<file path="config.mk">
export PLATFORM = sky130hd
export DESIGN_NAME = uart_rx_framer
export DESIGN_NICKNAME = d
export VERILOG_FILES = /design/src/rtl/uart_rx_framer.sv
export SDC_FILE = /design/constraint.sdc
export NUM_CORES = 1
export LEC_CHECK = 0
export CAP_MARGIN = 40
export CORE_MARGIN = 2
export CORE_UTILIZATION = 31
export DETAILED_ROUTE_END_ITERATION = 8
export PLACE_DENSITY = 0.52
export SYNTH_ARGS = -nofsm -noshare
export SYNTH_HDL_FRONTEND = slang
export SYNTH_SLANG_ARGS = --single-unit
</file>
<file path="constraint.sdc">
create_clock -name PCLK -period 3.2 [get_ports PCLK]
set_input_delay 0.64 -clock PCLK [delete_from_list [all_inputs] [get_ports PCLK]]
set_output_delay 0.64 -clock PCLK [all_outputs]
set_load 0.01 [all_outputs]
</file>
<file path="src/rtl/uart_rx_framer.sv">
// Oversampling UART receiver: 8 data bits, optional odd/even parity, one stop bit.
// Reports parity, framing and false-start errors alongside each received byte.
module uart_rx_framer #(
    parameter int CLK_HZ = 50_000_000,
    parameter int OVS    = 16
) (
    input  logic       PCLK,
    input  logic       PRESETn,
    input  logic       rx,
    input  logic [1:0] parity_type,
    input  logic [1:0] baud_rate,
    output logic [7:0] DATA_RX,
    output logic       rx_done_flag,
    output logic       rx_busy,
    output logic [2:0] error_flag
);

    localparam int DIV_9600   = (CLK_HZ / (OVS * 9600))   > 1 ? CLK_HZ / (OVS * 9600)   : 1;
    localparam int DIV_19200  = (CLK_HZ / (OVS * 19200))  > 1 ? CLK_HZ / (OVS * 19200)  : 1;
    localparam int DIV_38400  = (CLK_HZ / (OVS * 38400))  > 1 ? CLK_HZ / (OVS * 38400)  : 1;
    localparam int DIV_115200 = (CLK_HZ / (OVS * 115200)) > 1 ? CLK_HZ / (OVS * 115200) : 1;
    localparam int DIV_W      = $clog2(DIV_9600 + 1);
    localparam int TW         = $clog2(OVS + 1);

    localparam logic [TW-1:0] HALF_LAST = TW'(OVS / 2 - 1);
    localparam logic [TW-1:0] BIT_LAST  = TW'(OVS - 1);

    localparam logic [2:0] IDLE   = 3'd0;
    localparam logic [2:0] START  = 3'd1;
    localparam logic [2:0] DATA   = 3'd2;
    localparam logic [2:0] PARITY = 3'd3;
    localparam logic [2:0] STOP   = 3'd4;

    logic             rx_meta_reg;
    logic             rxs_reg;
    logic [1:0]       sync_fill_reg;
    logic [2:0]       state_reg;
    logic [DIV_W-1:0] div_cnt_reg;
    logic [DIV_W-1:0] div_sel;
    logic [TW-1:0]    tick_cnt_reg;
    logic [2:0]       bit_cnt_reg;
    logic [7:0]       shift_reg;
    logic [1:0]       baud_lat_reg;
    logic             par_en_reg;
    logic             par_odd_reg;
    logic             parity_err_reg;
    logic             frame_err_reg;
    logic             brk_reg;
    logic             done_pend_reg;
    logic             tick;
    logic             bit_end;

    always_comb begin
        div_sel = DIV_W'(DIV_115200);
        case (baud_lat_reg)
            2'b00:   div_sel = DIV_W'(DIV_9600);
            2'b01:   div_sel = DIV_W'(DIV_19200);
            2'b10:   div_sel = DIV_W'(DIV_38400);
            default: div_sel = DIV_W'(DIV_115200);
        endcase
    end

    assign tick    = (state_reg != IDLE) && (div_cnt_reg == div_sel - DIV_W'(1));
    // The start bit is sampled at its midpoint; every later bit one full bit period on.
    assign bit_end = tick && (tick_cnt_reg == ((state_reg == START) ? HALF_LAST : BIT_LAST));
    assign rx_busy = (state_reg != IDLE);

    always_ff @(posedge PCLK or negedge PRESETn) begin
        if (!PRESETn) begin
            rx_meta_reg    <= 1'b1;
            rxs_reg        <= 1'b1;
            sync_fill_reg  <= 2'b00;
            state_reg      <= IDLE;
            div_cnt_reg    <= '0;
            tick_cnt_reg   <= '0;
            bit_cnt_reg    <= '0;
            shift_reg      <= '0;
            baud_lat_reg   <= 2'b00;
            par_en_reg     <= 1'b0;
            par_odd_reg    <= 1'b0;
            parity_err_reg <= 1'b0;
            frame_err_reg  <= 1'b0;
            brk_reg        <= 1'b1;
            done_pend_reg  <= 1'b0;
            DATA_RX        <= 8'h00;
            rx_done_flag   <= 1'b0;
            error_flag     <= 3'b000;
        end else begin
            rx_meta_reg   <= rx;
            rxs_reg       <= rx_meta_reg;
            sync_fill_reg <= {sync_fill_reg[0], 1'b1};
            rx_done_flag  <= 1'b0;
            done_pend_reg <= 1'b0;

            if (done_pend_reg) begin
                DATA_RX      <= shift_reg;
                error_flag   <= {1'b0, frame_err_reg, parity_err_reg};
                rx_done_flag <= 1'b1;
            end

            if (state_reg == IDLE || tick) begin
                div_cnt_reg <= '0;
            end else begin
                div_cnt_reg <= div_cnt_reg + DIV_W'(1);
            end

            if (state_reg == IDLE || bit_end) begin
                tick_cnt_reg <= '0;
            end else if (tick) begin
                tick_cnt_reg <= tick_cnt_reg + TW'(1);
            end

            case (state_reg)
                IDLE: begin
                    bit_cnt_reg <= '0;
                    // A low line only counts as a start bit once it has been seen
                    // high after a break or a reset (reset values of the synchronizer excluded).
                    if (rxs_reg && sync_fill_reg[1]) begin
                        brk_reg <= 1'b0;
                    end
                    if (!rxs_reg && !brk_reg) begin
                        state_reg      <= START;
                        baud_lat_reg   <= baud_rate;
                        par_en_reg     <= (parity_type == 2'b01) || (parity_type == 2'b10);
                        par_odd_reg    <= (parity_type == 2'b01);
                        parity_err_reg <= 1'b0;
                    end
                end
                START: begin
                    if (bit_end) begin
                        if (rxs_reg) begin
                            state_reg  <= IDLE;
                            error_flag <= 3'b100;
                        end else begin
                            state_reg <= DATA;
                        end
                    end
                end
                DATA: begin
                    if (bit_end) begin
                        shift_reg   <= {rxs_reg, shift_reg[7:1]};
                        bit_cnt_reg <= bit_cnt_reg + 3'd1;
                        if (bit_cnt_reg == 3'd7) begin
                            state_reg <= par_en_reg ? PARITY : STOP;
                        end
                    end
                end
                PARITY: begin
                    if (bit_end) begin
                        parity_err_reg <= (^shift_reg) ^ rxs_reg ^ par_odd_reg;
                        state_reg      <= STOP;
                    end
                end
                STOP: begin
                    if (bit_end) begin
                        frame_err_reg <= ~rxs_reg;
                        brk_reg       <= ~rxs_reg;
                        done_pend_reg <= 1'b1;
                        state_reg     <= IDLE;
                    end
                end
                default: state_reg <= IDLE;
            endcase
        end
    end

endmodule

</file>
# After elaboration in Yosys (flattened, before gate mapping)
# Index checks and enable logic that the tools add are counted.
# classes
n_addsub	4
mux	29
bitwise_logic	3
n_reduce_logical	24
n_eq_ne	18
# ops
operator	count
3-bit 2-to-1 mux	12
9-bit one-hot mux with 3 select lines	1
3-bit one-hot mux with 5 select lines	1
5-bit 2-to-1 mux	2
2-bit != test (second input constant)	5
9-bit by 1-bit adder with 9-bit output (second input constant)	1
9-bit equality test	1
9-bit 2-to-1 mux	1
9-bit by 1-bit subtractor with 9-bit output (second input constant)	1
2-bit AND reduction	4
2-bit nonzero test	4
8-bit XOR reduction	1
1-bit 2-to-1 mux	7
3-bit by 2-bit equality test with 1-bit output (second input constant)	2
3-bit equality test (second input constant)	2
3-bit one-hot mux with 2 select lines	1
3-bit AND reduction	2
6-bit AND reduction	1
5-bit by 1-bit adder with 5-bit output (second input constant)	1
5-bit by 4-bit equality test with 1-bit output	1
2-bit by 1-bit equality test with 1-bit output (second input constant)	2
2-bit equality test (second input constant)	2
1-bit logical AND	4
4-bit 2-to-1 mux	1
12 further kinds	18
# totals
ff_bits	52
elab_cells	96
inputBits	7
out_inout_bits	13

# Logic depth before layout (Yosys ltp)
# Gate-level depths: netlist of run 1.
# depth
depth_word	8
depth_mapped	9
ltp_nobuf	7

# Least setup slack after synthesis of run 1
# Ideal clock, no wire load.
# synth_path
kind	flip-flop to flip-flop
start	register baud_lat_reg[0]
end	register shift_reg[0]
n_path_buf	2
stages_incl_launch_ff	9
t_arrival_ps	2571
required_time_ps	3075
setup_slack_ps	504
setup_time_ps	125
synth_period_minus_slack_ps	2696
cell_sequence	dfrtp_1 ha_1 nor3_1 nor2_1 or4_1 clkbuf_1 or4_4 buf_6 mux2_4
# synth_via
elab_chain_cells	7
word_cells_on_any_way	9
cone_classes	add/sub: 1; eq/ne: 3; mux: 1; reduce/logical: 4
# synth_lines
item	line_no	source
from (decl)	43	logic [1:0] baud_lat_reg;
from (signal assigned)	123	baud_lat_reg <= baud_rate;
2-bit equality test, or another cell as far along	55	case (baud_lat_reg)
9-bit one-hot mux with 3 select lines *	55	
9-bit by 1-bit subtractor with 9-bit output *	63	assign tick = (state_reg != IDLE) && (div_cnt_reg == div_sel - DIV_W'(1));
9-bit equality test *	63	
1-bit logical AND *	63	
1-bit logical AND *	65	assign bit_end = tick && (tick_cnt_reg == ((state_reg == START) ? HALF_LAST : BIT_LAST));
2-bit AND reduction (no source line) *	n/a	
to (signal assigned)	141	shift_reg <= {rxs_reg, shift_reg[7:1]};
to (decl)	42	logic [7:0] shift_reg;
# Every way passes the cells marked *; elsewhere a longest branch is shown, timed or not.
# A chain may end at the register's enable or synchronous reset.

# Worst setup path in the final report of run 1
# layout_path
start	register state_reg[2]
end	output port rx_busy
# layout_via
elab_chain_cells	1
# layout_lines
item	line_no	source
from (decl)	37	logic [2:0] state_reg;
from (signal assigned)	144	state_reg <= par_en_reg ? PARITY : STOP;
3-bit nonzero test	66	assign rx_busy = (state_reg != IDLE);
to (decl)	14	output logic rx_busy,
# Every way passes these cells.

==> summary.txt, run 1 <==
Peak Freq -> 347 MHz
Switching portion of total power -> 0.310
Logic gate share of total power -> 0.153
Hold Path Depth -> 0
Crit share post-route -> 0.900
Worst Skew -> 0.0107 ns
XOR/XNOR Fraction of Synth Area -> 0.0718
Total CTS buffers -> 5
Leading area contributor after synthesis -> dfrtp_1
Post-synth top flop -> dfrtp_1
Syn_nets -> 241
Synth Area in Adders -> 0.0537
Routed wire length -> 4630 µm
Post-synthesis cell count -> 223
MaxCap Viol Count -> 0
Multi-input logic area -> 1160 µm²
Post-synthesis mux area share -> 0.122
RD Place Congestion -> 0.805
Synth unique cells -> 37
Hold path start -> rx_meta_reg
First-pass GRT wire length -> 8110 µm
HP Class -> flop to flop
RSZ-0062 raised after global routing -> no
Async SR Flop Fraction -> 1.00
Clk pwr share -> 0.280
PortBufs -> 19
Post-CTS setup buffer count -> 0
TritonCTS clock tree -> done
Leakage -> 0.00135 µW
Clock sink total -> 52
Crit Path Max Fanout -> 10
DP Wirelength -> 3240 µm
Overflow after GRT -> 0
WP data arrival -> 2.24 ns
Sequential power share -> 0.567
Compound-gate portion of the synthesized area -> 0.0752
Post-synth top area share -> 0.479
PD cells -> 482 nW/µm²
Nets@finish -> 265
Vias in the first global route -> 1670
Synthesized area per cell -> 11.5 µm²
Layout cells sized above 1 -> 0.169
Startpoint Class -> flop
CTS Root Cell -> clkbuf_8
Status -> complete, no violations
Post-route DRC -> 0
CTS max path bufs -> 2
Largest net degree at the start of global routing -> 53
Yosys Warn Count -> 0
Max reg flops -> 9
Crit path time final -> 2.88 ns
Fillers -> 823
Hold Fails Final Rpt -> 0
Place WS -> 0.527 ns
Worst r2r path cells -> 6
RR Startpoint -> baud_lat_reg[0]
Yosys reg bits -> 52
Die Ht -> 94.9 µm
Clk_lat worst skew -> 0.31 ns
Final setup vio count -> 0
DR vias/cell -> 4.75
Largest family of logic cells by synthesized area -> simple AND/OR/NAND/NOR gates
Routed len/inst -> 13.1 µm
CP startpoint -> state_reg[2]
Starting Density -> 0.316
Cts hold-fix bufs -> 0
Number of diodes -> 0
Io pins -> 20
Switching pwr -> 444 µW
Initial DRC count -> 87
Total track usage -> 0.116
Placement Rows -> 33
Die ar. -> 9010 µm²
DR pass1 iterations -> 4
Worst-margin pin slew -> 0.839 ns
Commonest non-fill, non-tap cells in the layout -> dfrtp_1 (49), clkdlybuf4s50_1 (18), xnor2_1 (14)
FF/Latch Area -> 1310 µm²
Critical register-to-register path endpoint -> shift_reg[6]
CP Capture Type -> primary output
WP data required -> 2.56 ns
CTS clk-pin slew, worst paths -> 0.10 ns
Number of flops mapped to enable cells by yosys -> 0
Rel. slew slack -> 0.436
Post-Syn Area -> 2560 µm²
Routed Antenna Nets -> 0
Post-synthesis simple-gate area fraction -> 0.128
Core ar. -> 8090 µm²
Final TNS setup -> 0 ns
Initial antenna violation count -> 0
Worst R2R Setup Slack -> 0.51 ns
Vias -> 1676
Hold Path Sink -> rxs_reg
Die width -> 94.9 µm
Min Hold Slack -> 0.362 ns
PostCTS Resize Cnt -> 0
Sequential fraction of the synthesis area -> 0.510
Peak supply drop -> 407 µV
Area growth, synth to finish -> 16.0%
Synth area leaders -> dfrtp_1 (48%), mux2_2 (5.7%), ha_1 (5.4%), xnor2_1 (4.8%), mux2_4 (4.1%)
CP Class -> flop to primary output
Internal power -> 989 µW
Final setup margin -> 0.321 ns
Commonest non-fill, non-tap cell in the layout -> dfrtp_1
Slew Limit Fails -> 0
H-tree lvl count -> 2
[critical path, cell delays in order (launching register included)]
cell             delay [ns]
dfrtp_1                0.53
nor3_1                 0.75
inv_1                  0.14
clkdlybuf4s50_1        0.52
[stage by stage]
| step | utilization | std cells | power (µW) | cell area (µm²) |
|---|---|---|---|---|
| finish | 0.367 | 353 | 1430 | 2970 |
| global route | 0.367 | 353 | 1530 | 2970 |
| CTS | 0.367 | 353 | 1450 | 2970 |
| detailed placement | 0.355 | 345 | 1040 | 2870 |
| global placement | 0.355 | 344 | 1040 | 2870 |
| floorplan | - | 223 | 967 | 2560 |
[power by group through the flow]
stage               Clock, µW  Sequential (µW)  Combinational, µW
global placement            0              823                216
detailed placement          0              825                219
finish                    402              813                219
CTS                       415              812                223
global route              444              824                258
floorplan                   0              796                171
[how the worst max path moves through the flow]
| stage | endpoint | cells past startpoint |
|---|---|---|
| CTS | rx_busy | 3 |
| global route | rx_busy | 3 |
| global placement | shift_reg[0] | 6 |
| floorplan | shift_reg[0] | 8 |
| detailed placement | shift_reg[6] | 6 |
| finish | rx_busy | 3 |
[logic make-up after synthesis]
kind of cell               count (synthesis)
DFF                                       52
and+or+nand+nor                           62
buffers and inverters                     21
xor gates and xnor gates                  21
other                                      1
muxes                                     26
AOI/OAI and AO/OA                         29
adders and majority gates                 11
[final cells by class]
class / instances / share of cell area
Inverter: 12 / 0.0152
Sequential cell: 52 / 0.439
Tap cell: 105 / 0.0442
Clock buffer: 5 / 0.0232
Timing Repair Buffer: 26 / 0.0792
Multi-Input combinational cell: 150 / 0.390
Clock inverter: 3 / 0.00927
[routing by layer]
metal,part of all wire,global-route usage,vias to the layer above,routed length [µm]
li1,-,-,829,-
met1,0.50,0.159,820,2300
met2,0.46,0.181,22,2140
met3,0.030,0.0263,5,138
met4,0.012,0.0386,0,54
met5,0,0,-,0
[cells in the mapped netlist, types with 2 or more instances]
| library cell | n |
|---|---|
| a21oi_1 | 6 |
| a31oi_1 | 2 |
| and3_1 | 5 |
| buf_6 | 2 |
| clkbuf_1 | 5 |
| dfrtp_1 | 49 |
| dfstp_2 | 3 |
| ha_1 | 11 |
| inv_1 | 12 |
| mux2_2 | 13 |
| mux2_4 | 7 |
| mux2i_1 | 6 |
| nand2_1 | 12 |
| nand3_1 | 8 |
| nand4_1 | 4 |
| nor2_1 | 13 |
| nor3_1 | 7 |
| nor4_1 | 3 |
| o211ai_1 | 6 |
| o21ai_0 | 6 |
| o22ai_1 | 3 |
| o31ai_1 | 2 |
| or3_1 | 4 |
| or4_1 | 2 |
| xnor2_1 | 14 |
| xor2_1 | 7 |
No activity file was read; power rests on OpenSTA's default activity.
==> run 2, diff against run 1 <==
- CORE_MARGIN: 2 -> unset
==> summary.txt, run 2 (synthesis gave the netlist of run 1 again) <==
PostCTS Resize Cnt -> 0 (unchanged)
Rel. slew slack -> 0.563 (was 0.436)
Total track usage -> 0.118 (was 0.116)
Critical register-to-register path endpoint -> shift_reg[6] (unchanged)
Area growth, synth to finish -> 16.7% (was 16.0%)
Startpoint Class -> flop (unchanged)
Slew Limit Fails -> 0 (unchanged)
Crit share post-route -> 0.841 (was 0.900)
Clock sink total -> 52 (unchanged)
Final TNS setup -> 0 ns (unchanged)
Post-route cell area -> 2990 µm² (was 2970 µm²)
First-pass GRT wire length -> 8040 µm (was 8110 µm)
Status -> complete, no violations (unchanged)
Nets@finish -> 266 (was 265)
Worst Skew -> 0.00772 ns (was 0.0107 ns)
PD cells -> 497 nW/µm² (was 482 nW/µm²)
TritonCTS clock tree -> done (unchanged)
Core ar. -> 7850 µm² (was 8090 µm²)
Post-route DRC -> 0 (unchanged)
RSZ-0062 raised after global routing -> no (unchanged)
Area post-placement -> 2880 µm² (was 2870 µm²)
Overflow after GRT -> 0 (unchanged)
Leakage -> 0.00137 µW (was 0.00135 µW)
DP Wirelength -> 3370 µm (was 3240 µm)
Largest net degree at the start of global routing -> 53 (unchanged)
CP Capture Type -> flop (was primary output)
Vias in the first global route -> 1638 (was 1670)
Commonest non-fill, non-tap cells in the layout -> dfrtp_1 (49), clkdlybuf4s50_1 (18), xnor2_1 (14) (unchanged)
Die Ht -> 92.9 µm (was 94.9 µm)
CP Class -> flop to flop (was flop to primary output)
Crit Path Max Fanout -> 11 (was 10)
DR pass1 iterations -> 4 (unchanged)
Hold path start -> rx_meta_reg (unchanged)
Routed Antenna Nets -> 0 (unchanged)
WP data arrival -> 2.88 ns (was 2.24 ns)
HP Class -> flop to flop (unchanged)
Crit path time final -> 2.69 ns (was 2.88 ns)
Initial DRC count -> 94 (was 87)
Starting Density -> 0.326 (was 0.316)
RD Place Congestion -> 0.803 (was 0.805)
DR vias/cell -> 4.74 (was 4.75)
Routed len/inst -> 13.4 µm (was 13.1 µm)
Max reg flops -> 9 (unchanged)
Final setup vio count -> 0 (unchanged)
PortBufs -> 19 (unchanged)
Routed wire length -> 4690 µm (was 4630 µm)
Placement Rows -> 32 (was 33)
Hold Fails Final Rpt -> 0 (unchanged)
Vias -> 1663 (was 1676)
Peak Freq -> 372 MHz (was 347 MHz)
Die ar. -> 8630 µm² (was 9010 µm²)
Clk_lat worst skew -> 0.30 ns (was 0.31 ns)
Cts hold-fix bufs -> 0 (unchanged)
Io pins -> 20 (unchanged)
Initial antenna violation count -> 0 (unchanged)
CTS clk-pin slew, worst paths -> 0.09 ns (was 0.10 ns)
Post-CTS setup buffer count -> 0 (unchanged)
WP data required -> 3.39 ns (was 2.56 ns)
CTS max path bufs -> 2 (unchanged)
Commonest non-fill, non-tap cell in the layout -> dfrtp_1 (unchanged)
Number of diodes -> 0 (unchanged)
Die width -> 92.9 µm (was 94.9 µm)
Worst r2r path cells -> 6 (unchanged)
Hold Path Sink -> rxs_reg (unchanged)
Total CTS buffers -> 5 (unchanged)
Worst-margin pin slew -> 0.655 ns (was 0.839 ns)
H-tree lvl count -> 2 (unchanged)
Worst R2R Setup Slack -> 0.51 ns (about the same)
Peak supply drop -> 311 µV (was 407 µV)
Layout cells sized above 1 -> 0.169 (about the same)
CTS Root Cell -> clkbuf_8 (unchanged)
Hold Path Depth -> 0 (unchanged)
RR Startpoint -> baud_lat_reg[0] (unchanged)
MaxCap Viol Count -> 0 (unchanged)
run 2: cell types whose count changed in the layout (fill, tap and decap cells not counted):
| cell | before | now |
|---|---|---|
| buf_4 | 6 | 7 |
| bufinv_16 | 0 | 1 |
| clkbuf_1 | 0 | 1 |
| clkinv_4 | 1 | 0 |
| clkinvlp_4 | 1 | 0 |
| inv_6 | 0 | 1 |
| inv_8 | 1 | 0 |
run 2: critical path: stages, from the launching register on:
cell and delay [ns]:
dfrtp_1 0.47, ha_1 0.27, nor3_1 0.25, nor2_1 0.08
or4_1 0.55, or4_4 0.63, mux2_4 0.33
run 2: layer usage:
metal / share of wire / GRT usage
met1: 0.53 / 0.178
met2: 0.44 / 0.169
met3: 0.021 / 0.0222
met4: 0.013 / 0.0346
met5: 0 / 0
run 2: worst max path at each step:
stage | endpoint | slack, ns | from | depth (start not counted)
CTS | shift_reg[0] | 0.49 | baud_lat_reg[0] | 6
floorplan | shift_reg[0] | 0.50 | baud_lat_reg[0] | 8
finish | shift_reg[6] | 0.51 | baud_lat_reg[0] | 6
global route | shift_reg[0] | 0.35 | baud_lat_reg[0] | 7
detailed placement | shift_reg[6] | 0.49 | baud_lat_reg[0] | 6
global placement | shift_reg[3] | 0.54 | baud_lat_reg[0] | 6
run 2: power breakdown:
group	total (µW)	leakage, µW	internal, µW	switching (µW)
Clock	453	0.0000558	236	216
Combinational	221	0.000626	105	116
Sequential	812	0.000684	723	88.8
Total	1480	0.00137	1060	421
run 2: area by class of cell:
| cell class | instances | area (µm²) |
|---|---|---|
| clock buffer | 6 | 72.6 |
| clock inverter | 2 | 38.8 |
| fill | 787 | 4860 |
| inverter | 12 | 45.0 |
| multi-input combinational | 150 | 1160 |
| sequential | 52 | 1310 |
| tap | 102 | 128 |
| timing repair buffer | 27 | 243 |
run 2: per-stage QoR:
stage	util	power, µW	hold WS [ns]	setup WS [ns]	instances
3_5_place_dp	0.367	1050	0.344	0.493	343
5_1_grt	0.381	1570	0.373	0.346	351
2_1_floorplan	-	967	0.331	0.504	223
6_report	0.381	1480	0.360	0.509	351
4_1_cts	0.381	1510	0.364	0.491	351
3_3_place_gp	0.366	1040	0.333	0.537	342
==> edit: new RTL, settings of run 2 <==
Add an input register stage for `rx`, `parity_type` and `baud_rate`, without a reset; this delays them by one clock.
--- a/src/rtl/uart_rx_framer.sv
+++ b/src/rtl/uart_rx_framer.sv
@@ -30,6 +30,16 @@
     localparam logic [2:0] DATA   = 3'd2;
     localparam logic [2:0] PARITY = 3'd3;
     localparam logic [2:0] STOP   = 3'd4;
+
+    logic rx_q;
+    logic [1:0] parity_type_q;
+    logic [1:0] baud_rate_q;
+
+    always_ff @(posedge PCLK) begin
+        rx_q          <= rx;
+        parity_type_q <= parity_type;
+        baud_rate_q   <= baud_rate;
+    end
 
     logic             rx_meta_reg;
     logic             rxs_reg;
@@ -86,7 +96,7 @@
             rx_done_flag   <= 1'b0;
             error_flag     <= 3'b000;
         end else begin
-            rx_meta_reg   <= rx;
+            rx_meta_reg   <= rx_q;
             rxs_reg       <= rx_meta_reg;
             sync_fill_reg <= {sync_fill_reg[0], 1'b1};
             rx_done_flag  <= 1'b0;
@@ -120,9 +130,9 @@
                     end
                     if (!rxs_reg && !brk_reg) begin
                         state_reg      <= START;
-                        baud_lat_reg   <= baud_rate;
-                        par_en_reg     <= (parity_type == 2'b01) || (parity_type == 2'b10);
-                        par_odd_reg    <= (parity_type == 2'b01);
+                        baud_lat_reg   <= baud_rate_q;
+                        par_en_reg     <= (parity_type_q == 2'b01) || (parity_type_q == 2'b10);
+                        par_odd_reg    <= (parity_type_q == 2'b01);
                         parity_err_reg <= 1'b0;
                     end
                 end
Behaviour: not the same (a bounded check fails within 10 cycles, from zero or initial values and one cycle with PRESETn low).
==> edit against run 2 <==
Setup slack got worse by 0.045 ns; fmax fell by 1.7%; sequential cell count rose by 5; final area rose by 4.1%; critical path depth rose by 2; area after synthesis rose by 0.54%; via count fell by 0.84%; power rose by 22%; routed wire length fell by 2.8%.
==> edit: results <==
set metrics [dict create \
    status "finished clean" \
    synth_compound_gate_area_share_pct 7.58 \
    synthMuxAreaShare_pct 10.6 \
    post_dp_cell_area_um2 2890 \
    netlist_top_cells_area "sky130_fd_sc_hd__dfrtp_1 (48%), sky130_fd_sc_hd__mux2_2 (6.6%), sky130_fd_sc_hd__ha_1 (5.3%)" \
    synthCells 216 \
    worst_slew_pin_slew_ns 0.648 \
    route.detailed.wl_per_inst_um 13.0 \
    met3_grt_util_pct 2.93 \
    timing.critical_path.arrival_ns 2.96 \
    ctsHtreeMaxLevel 3 \
    vdd_ir_drop_max_v 0.000257 \
    synth.distinct_cells 42 \
    gp_congestion 0.730 \
    global_route.usage.total_pct 12.3 \
    grt_pass1_wl_um 8140 \
    timing.hold.worst_endpoint "rx_meta_reg" \
    met1_usage_pct 18.1 \
    finalNetCount 261 \
    yosys-top-cells-count "sky130_fd_sc_hd__dfrtp_1 (49), sky130_fd_sc_hd__nor2_1 (16), sky130_fd_sc_hd__mux2_2 (15)" \
    reg2reg_depth 8 \
    drt_iter0_markers 124 \
    synth_nets 234 \
    yosysSeqAreaShare_pct 54.6 \
    via_per_instance_ratio 4.71 \
    synth.cell_area_um2 2570 \
    dpl.cell_count 334 \
    clock_latency_on_the_worst_skew_pair_ns 0.34 \
    hp-start "rx_q" \
    postRouteWirelength_um 4560 \
    power.static_leakage_nw 1.43 \
    grt_max_degree 30 \
    post_detail_place_hpwl_um 3110 \
    first_global_vias 1635 \
]
-- edit: cell families after synthesis --
kind of cell,after synthesis
xor+xnor,21
other cells,1
simple gates,60
flops,57
buf+inv,16
compound gates,27
mux,23
fa+ha+maj,11
-- edit: layout make-up --
| cell class | count | area [um^2] |
|---|---|---|
| clock buffers | 9 | 124 |
| clock inverters | 7 | 93.8 |
| fillers | 765 | 4780 |
| inverters | 8 | 30.0 |
| multi-input cells | 143 | 1110 |
| flip-flops and latches | 57 | 1410 |
| well taps | 102 | 128 |
| repair buffers | 24 | 223 |
-- edit: critical path, stage by stage (launching register included) --
cell and delay, ns:
sky130_fd_sc_hd__dfrtp_1 0.46, sky130_fd_sc_hd__inv_1 0.09, sky130_fd_sc_hd__ha_1 0.21, sky130_fd_sc_hd__or3_1 0.36, sky130_fd_sc_hd__a22oi_1 0.36, sky130_fd_sc_hd__nand4_2 0.24
sky130_fd_sc_hd__buf_4 0.25, sky130_fd_sc_hd__nor3_1 0.28, sky130_fd_sc_hd__mux2_2 0.37
-- edit: stage by stage --
step	power [mW]	hold slack, ns
3_3_place_gp	1.07	0.285
3_5_place_dp	1.08	0.287
4_1_cts	1.84	0.297
6_report	1.81	0.295
2_1_floorplan	1.01	0.284
5_1_grt	1.92	0.301
-- edit: power breakdown --
group	total [mW]	switching (mW)	internal, mW
combinational	0.194	0.0999	0.0936
clock	0.742	0.304	0.438
sequential	0.874	0.0870	0.787
total	1.81	0.491	1.32
-- edit: per-layer routing --
metal  wire [um]  up-vias
met5           0        -
met4         106        0
met3         146       10
met2        1870       30
met1        2430      798
li1            -      811
